### src/rtl/sort_result_monitor.sv
// Watches the processor's memory taps, declares the bubble sort finished once the array is
// ordered and unchanged for STABLE_CYCLES, and keeps sticky verdicts plus activity counters.
module sort_result_monitor #(
    parameter int unsigned STABLE_CYCLES  = 16,
    parameter int unsigned TIMEOUT_CYCLES = 4096,
    parameter int unsigned CNT_W          = 32,
    parameter bit          SIGNED_CMP     = 1'b1
) (
    input  logic             clk,
    input  logic             reset,
    input  logic [63:0]      element1,
    input  logic [63:0]      element2,
    input  logic [63:0]      element3,
    input  logic [63:0]      element4,
    input  logic [63:0]      element5,
    input  logic [63:0]      element6,
    input  logic [63:0]      element7,
    input  logic [63:0]      element8,
    input  logic             stall,
    input  logic             flush,
    output logic             done,
    output logic             sorted_ok,
    output logic             timeout,
    output logic [CNT_W-1:0] cycle_count,
    output logic [CNT_W-1:0] stall_count,
    output logic [CNT_W-1:0] flush_count,
    output logic [CNT_W-1:0] last_change_cycle
);

    localparam int unsigned SW = $clog2(STABLE_CYCLES + 1);

    typedef enum logic [1:0] {StIdle, StRun, StDone, StTimeout} state_e;

    state_e           state_q, state_d;
    logic [63:0]      snap_q [8];
    logic [63:0]      snap_d [8];
    logic [63:0]      elem   [8];
    logic [SW-1:0]    stable_q, stable_d, stable_inc;
    logic [CNT_W-1:0] cyc_q, cyc_d, stall_q, stall_d, flush_q, flush_d, last_q, last_d, k;
    logic             done_q, done_d, ok_q, ok_d, to_q, to_d;
    logic             changed, sorted;

    function automatic logic [CNT_W-1:0] sat_inc(input logic [CNT_W-1:0] v);
        return (&v) ? v : v + CNT_W'(1);
    endfunction

    always_comb begin
        elem[0] = element1;
        elem[1] = element2;
        elem[2] = element3;
        elem[3] = element4;
        elem[4] = element5;
        elem[5] = element6;
        elem[6] = element7;
        elem[7] = element8;
    end

    always_comb begin
        changed = 1'b0;
        sorted  = 1'b1;
        for (int i = 0; i < 8; i++) begin
            if (elem[i] != snap_q[i]) changed = 1'b1;
        end
        for (int i = 0; i < 7; i++) begin
            if (SIGNED_CMP) begin
                if ($signed(elem[i]) > $signed(elem[i+1])) sorted = 1'b0;
            end else begin
                if (elem[i] > elem[i+1]) sorted = 1'b0;
            end
        end
    end

    assign k          = sat_inc(cyc_q);
    assign stable_inc = stable_q + SW'(1);

    always_comb begin
        state_d  = state_q;
        snap_d   = snap_q;
        stable_d = stable_q;
        cyc_d    = cyc_q;
        stall_d  = stall_q;
        flush_d  = flush_q;
        last_d   = last_q;
        done_d   = done_q;
        ok_d     = ok_q;
        to_d     = to_q;
        unique case (state_q)
            StIdle: begin
                snap_d  = elem;
                state_d = StRun;
            end
            StRun: begin
                cyc_d  = k;
                snap_d = elem;
                if (stall) stall_d = sat_inc(stall_q);
                if (flush) flush_d = sat_inc(flush_q);
                if (changed) last_d = k;
                stable_d = (sorted && !changed) ? stable_inc : '0;
                // Completion is tested first so it wins over a coincident timeout.
                if (sorted && !changed && stable_inc == SW'(STABLE_CYCLES)) begin
                    state_d = StDone;
                    done_d  = 1'b1;
                    ok_d    = 1'b1;
                end else if (k == CNT_W'(TIMEOUT_CYCLES)) begin
                    state_d = StTimeout;
                    done_d  = 1'b1;
                    to_d    = 1'b1;
                end
            end
            StDone, StTimeout: ;
            default: state_d = StIdle;
        endcase
    end

    always_ff @(posedge clk) begin
        if (reset) begin
            state_q  <= StIdle;
            for (int i = 0; i < 8; i++) snap_q[i] <= '0;
            stable_q <= '0;
            cyc_q    <= '0;
            stall_q  <= '0;
            flush_q  <= '0;
            last_q   <= '0;
            done_q   <= 1'b0;
            ok_q     <= 1'b0;
            to_q     <= 1'b0;
        end else begin
            state_q  <= state_d;
            snap_q   <= snap_d;
            stable_q <= stable_d;
            cyc_q    <= cyc_d;
            stall_q  <= stall_d;
            flush_q  <= flush_d;
            last_q   <= last_d;
            done_q   <= done_d;
            ok_q     <= ok_d;
            to_q     <= to_d;
        end
    end

    assign done              = done_q;
    assign sorted_ok         = ok_q;
    assign timeout           = to_q;
    assign cycle_count       = cyc_q;
    assign stall_count       = stall_q;
    assign flush_count       = flush_q;
    assign last_change_cycle = last_q;

endmodule

### config.mk
export PLATFORM = sky130hd
export DESIGN_NAME = sort_result_monitor
export DESIGN_NICKNAME = d
export VERILOG_FILES = /design/src/rtl/sort_result_monitor.sv
export SDC_FILE = /design/constraint.sdc
export NUM_CORES = 2
export LEC_CHECK = 0
export BUFFER_PORTS_ARGS = -buffer_cell sky130_fd_sc_hd__buf_2
export CORE_AREA = 2 2 372 300
export DETAILED_ROUTE_END_ITERATION = 12
export DIE_AREA = 0 0 374 302
export HOLD_SLACK_MARGIN = 0.15
export SYNTH_ARGS = -nofsm -noshare
export SYNTH_HDL_FRONTEND = slang
export SYNTH_SLANG_ARGS = --single-unit
export TNS_END_PERCENT = 30
### constraint.sdc
create_clock -name clk -period 3.3 [get_ports clk]
set_input_delay 0.66 -clock clk [delete_from_list [all_inputs] [get_ports clk]]
set_output_delay 0.66 -clock clk [all_outputs]
set_load 0.01 [all_outputs]
==> reports/results.ini <==
[timing]
tightest_slew_ns=1.19
finalHoldViolCount=0
timing_max_transition_violations_final=0
fin_skew_ns=0.0435
achievable-frequency_ghz=0.297
rsz0062_at_grt=yes
setup_viol=3
timing.setup.tns_ns=-0.0924
timing.max_slew.rel_slack_pct=20.1
min_period_ns=3.37
post-route-period-util_pct=102
final_critical_path_setup_slack_ns=-0.0675

[setup_path]
critical_path_peak_fanout=5
timing.rr.start=snap_q[236]
critPathRequiredTime_ns=3.89
worstSetupPathType=primary input to register
cp_data_arrival_time_ns=3.96
worst-r2r-setup-slack_ns=0.01
setup.worst_path.end_class=register
worst-r2r-cell-count=12
startpoint_type=primary input
regToRegEndpoint=stable_q[0]

[die]
initial_cell_density_of_the_core_pct=37.7
floorplan.die.height_um=302
fp.coreArea_um2=110000
floorplan.die.width_um=374
top_level_port_count=647
die-area_um2=113000
fp-row-count=109

[drt]
drt.antenna.violating_nets=0
route.detailed.vias_per_inst=5.43
wire_per_inst_um=27.1
remaining_drc_errors=0
drt-pass1-iter-count=6
drt_iter0_drc=4646
routed_wirelength_mm=210
via_count=42000

[run_status]
failing_checks=setup timing
run_status=complete, but fails checks

[grt]
antenna_violations_before_repair=72
global_route.peak_usage_layer=met2
gr-usage-all-layers_pct=35.5
grt_pass1_vias=38400
use_met1_pct=49.5
grt_first_pass_wirelength_mm=284
met2_usage_pct=51.7
global_route_track_usage_on_met3_pct=10.5
grt-ovfl-total=0
grt_max_degree=149

[logic_synthesis]
synthDominantCellAreaShare_pct=31.5
synth.largest_area_cell=dfxtp_1
dominantRegCellSynth=dfxtp_1
synthArstFlopShare_pct=0
synthTopCellsByArea=dfxtp_1 32%, ha_1 14%, mux2i_1 13%, xor2_1 8.1%, nor2_1 6.4%
part_of_the_yosys_area_used_for_sequential_elements_pct=31.5
yosys_warnings=0
synth_fp_nets=5741
synthDistinctLibCells=66
number_of_register_bits_inferred_by_synthesis=650
area_of_the_mapped_netlist_um2=41300
syn_area_per_cell_um2=8.65
synth_edf_count=0
syn-instance-count=4772

[clock_tree]
inserted_clock_buffers=77
number_of_h_tree_branching_levels=3
cts_tree=yes
maximum_root_to_sink_buffer_count=3
clock_tree_root_driver_cell=clkbuf_16
cts.clk_slew.worst_paths_ns=0.06
cts-hold-fix-buffers=0
worst_skew_pair.late_latency_ns=0.66
clock_sink_count=650

[finish]
synth_to_final_area_change_pct=36.8
filler_instances=10600
final_cell_mix=852 x buf_4, 698 x nor2_1, 648 x dfxtp_1
most_common_cell_after_layout_fill_and_taps_aside=buf_4
final_area_um2=56400
nets=7187
ratio_of_cells_with_drive_above_1_in_the_final_layout_pct=28.3

[min_path]
hold_path_class=primary input to register
hold-path-endpoint=snap_q[175]
hold_depth=3
timing.hold.worst.start=element6[47]

[power]
sw_frac_of_total_pct=31.8
vdd_ir_drop_max_uv=338
pwr_dens_nw_per_um2=403
p_int_w=0.0155
clock_power_share_pct=39.5
power.net_switching_w=0.00723
static-leakage-power_nw=26.4
share_comb_of_total_power_pct=23.3
sequentialPowerShare_pct=37.2

[place]
placed_area_um2=52600
gpl.final_weighted_congestion=1.07
dp.final_hpwl_mm=175
numPortBuffers=646

[run]
maxCapViolations=0

-- worst max path at each step --
stage                            start           to  slack (ns)  cells after the start
after floorplan           element5[59]  stable_q[3]        0.03                     11
after global placement    element2[14]  stable_q[3]       -1.37                     16
after detailed placement  element2[14]  stable_q[3]       -1.42                     15
after CTS                 element2[14]  stable_q[3]       0.002                     15
after global routing      element5[53]  stable_q[0]       -0.08                     15
final                     element2[23]  stable_q[0]       -0.07                     18
-- metal layers --
layer  vias to the layer above  routed length (um)
li1                      19300                   -
met1                     20300               90400
met2                      1999               86400
met3                       372               24400
met4                        46                8200
met5                         -                 325
-- final cells by class --
class	instances	area, um2	share of cell area, %
Clock inverter	31	387	0.685
Tap cell	1443	1810	3.20
Sequential cell	650	13000	23.1
Inverter	495	1880	3.34
Antenna cell	26	65.1	0.115
Timing Repair Buffer	1522	10400	18.5
Clock buffer	106	2200	3.89
Multi-Input combinational cell	3472	26600	47.2
-- cell usage after synthesis, types with 17 or more instances --
| master | count |
|---|---|
| a211oi_1 | 27 |
| a21o_1 | 17 |
| a21oi_1 | 205 |
| a221oi_1 | 32 |
| and3_1 | 19 |
| and4_1 | 22 |
| buf_1 | 43 |
| clkbuf_1 | 100 |
| dfxtp_1 | 650 |
| ha_1 | 453 |
| inv_1 | 493 |
| mux2i_1 | 534 |
| nand2_1 | 185 |
| nand3_1 | 94 |
| nand4_1 | 176 |
| nor2_1 | 700 |
| nor3_1 | 26 |
| nor4_1 | 128 |
| o21ai_0 | 74 |
| o22ai_1 | 20 |
| xnor2_1 | 195 |
| xor2_1 | 382 |
-- power by group through the flow --
stage	Combinational, W	Sequential (W)	Clock [W]
floorplan	0.00190	0.00859	0
global placement	0.00492	0.00861	0
detailed placement	0.00494	0.00863	0
CTS	0.00502	0.00846	0.00906
global route	0.00557	0.00850	0.00938
finish	0.00531	0.00847	0.00899
-- per-stage QoR --
| step | std cells | total power, W | setup slack (ns) | util [%] | hold slack, ns |
|---|---|---|---|---|---|
| after global placement | 7572 | 0.0135 | -1.37 | 48.0 | 0.465 |
| final | 7745 | 0.0228 | -0.0675 | 51.5 | 0.266 |
| after CTS | 7713 | 0.0225 | 0.00173 | 50.6 | 0.252 |
| after detailed placement | 7572 | 0.0136 | -1.42 | 48.0 | 0.456 |
| after global routing | 7739 | 0.0235 | -0.0799 | 51.5 | 0.261 |
| after floorplan | 4772 | 0.0105 | 0.0254 | - | 0.463 |
-- timing repair --
item                       4_1_cts  5_1_grt
setup endpoints to repair       42       45
pin swaps                       21       53
resized for setup               44      196
setup buffers                    4        9
cloned                           0        2
-- state kept, by name, indices dropped and copies added (netlist names) --
signal / flops
cycle_count: 32
sorted_ok: 1
stall_count: 32
last_change_cycle: 32
snap_q: 512
stable_q: 5
state_q: 2
timeout: 1
done: 1
flush_count: 32
-- logic make-up after synthesis --
kind of cell / count (synthesis) / synth area share [%]
multiplexers: 536 / 13.0
AND/OR/NAND/NOR: 1428 / 16.2
buffers and inverters: 650 / 5.95
AO/OA/AOI/OAI: 478 / 7.32
XOR/XNOR: 577 / 12.2
flip-flops: 650 / 31.5
adder cells (fa/ha/maj): 453 / 13.7
-- critical path, stage by stage --
cell and delay (ns):
buf_2 0.13, buf_4 0.12, inv_1 0.05, ha_1 0.30, nand4_1 0.17, nor3_1 0.31
a211oi_2 0.14, buf_4 0.17, o21a_1 0.17, o211a_1 0.10, o21ai_0 0.06, buf_4 0.13
xor2_1 0.31, buf_4 0.20, o2111ai_2 0.13, buf_6 0.17, or4_4 0.48, a21oi_2 0.12
(Power assumes the default switching activity.)
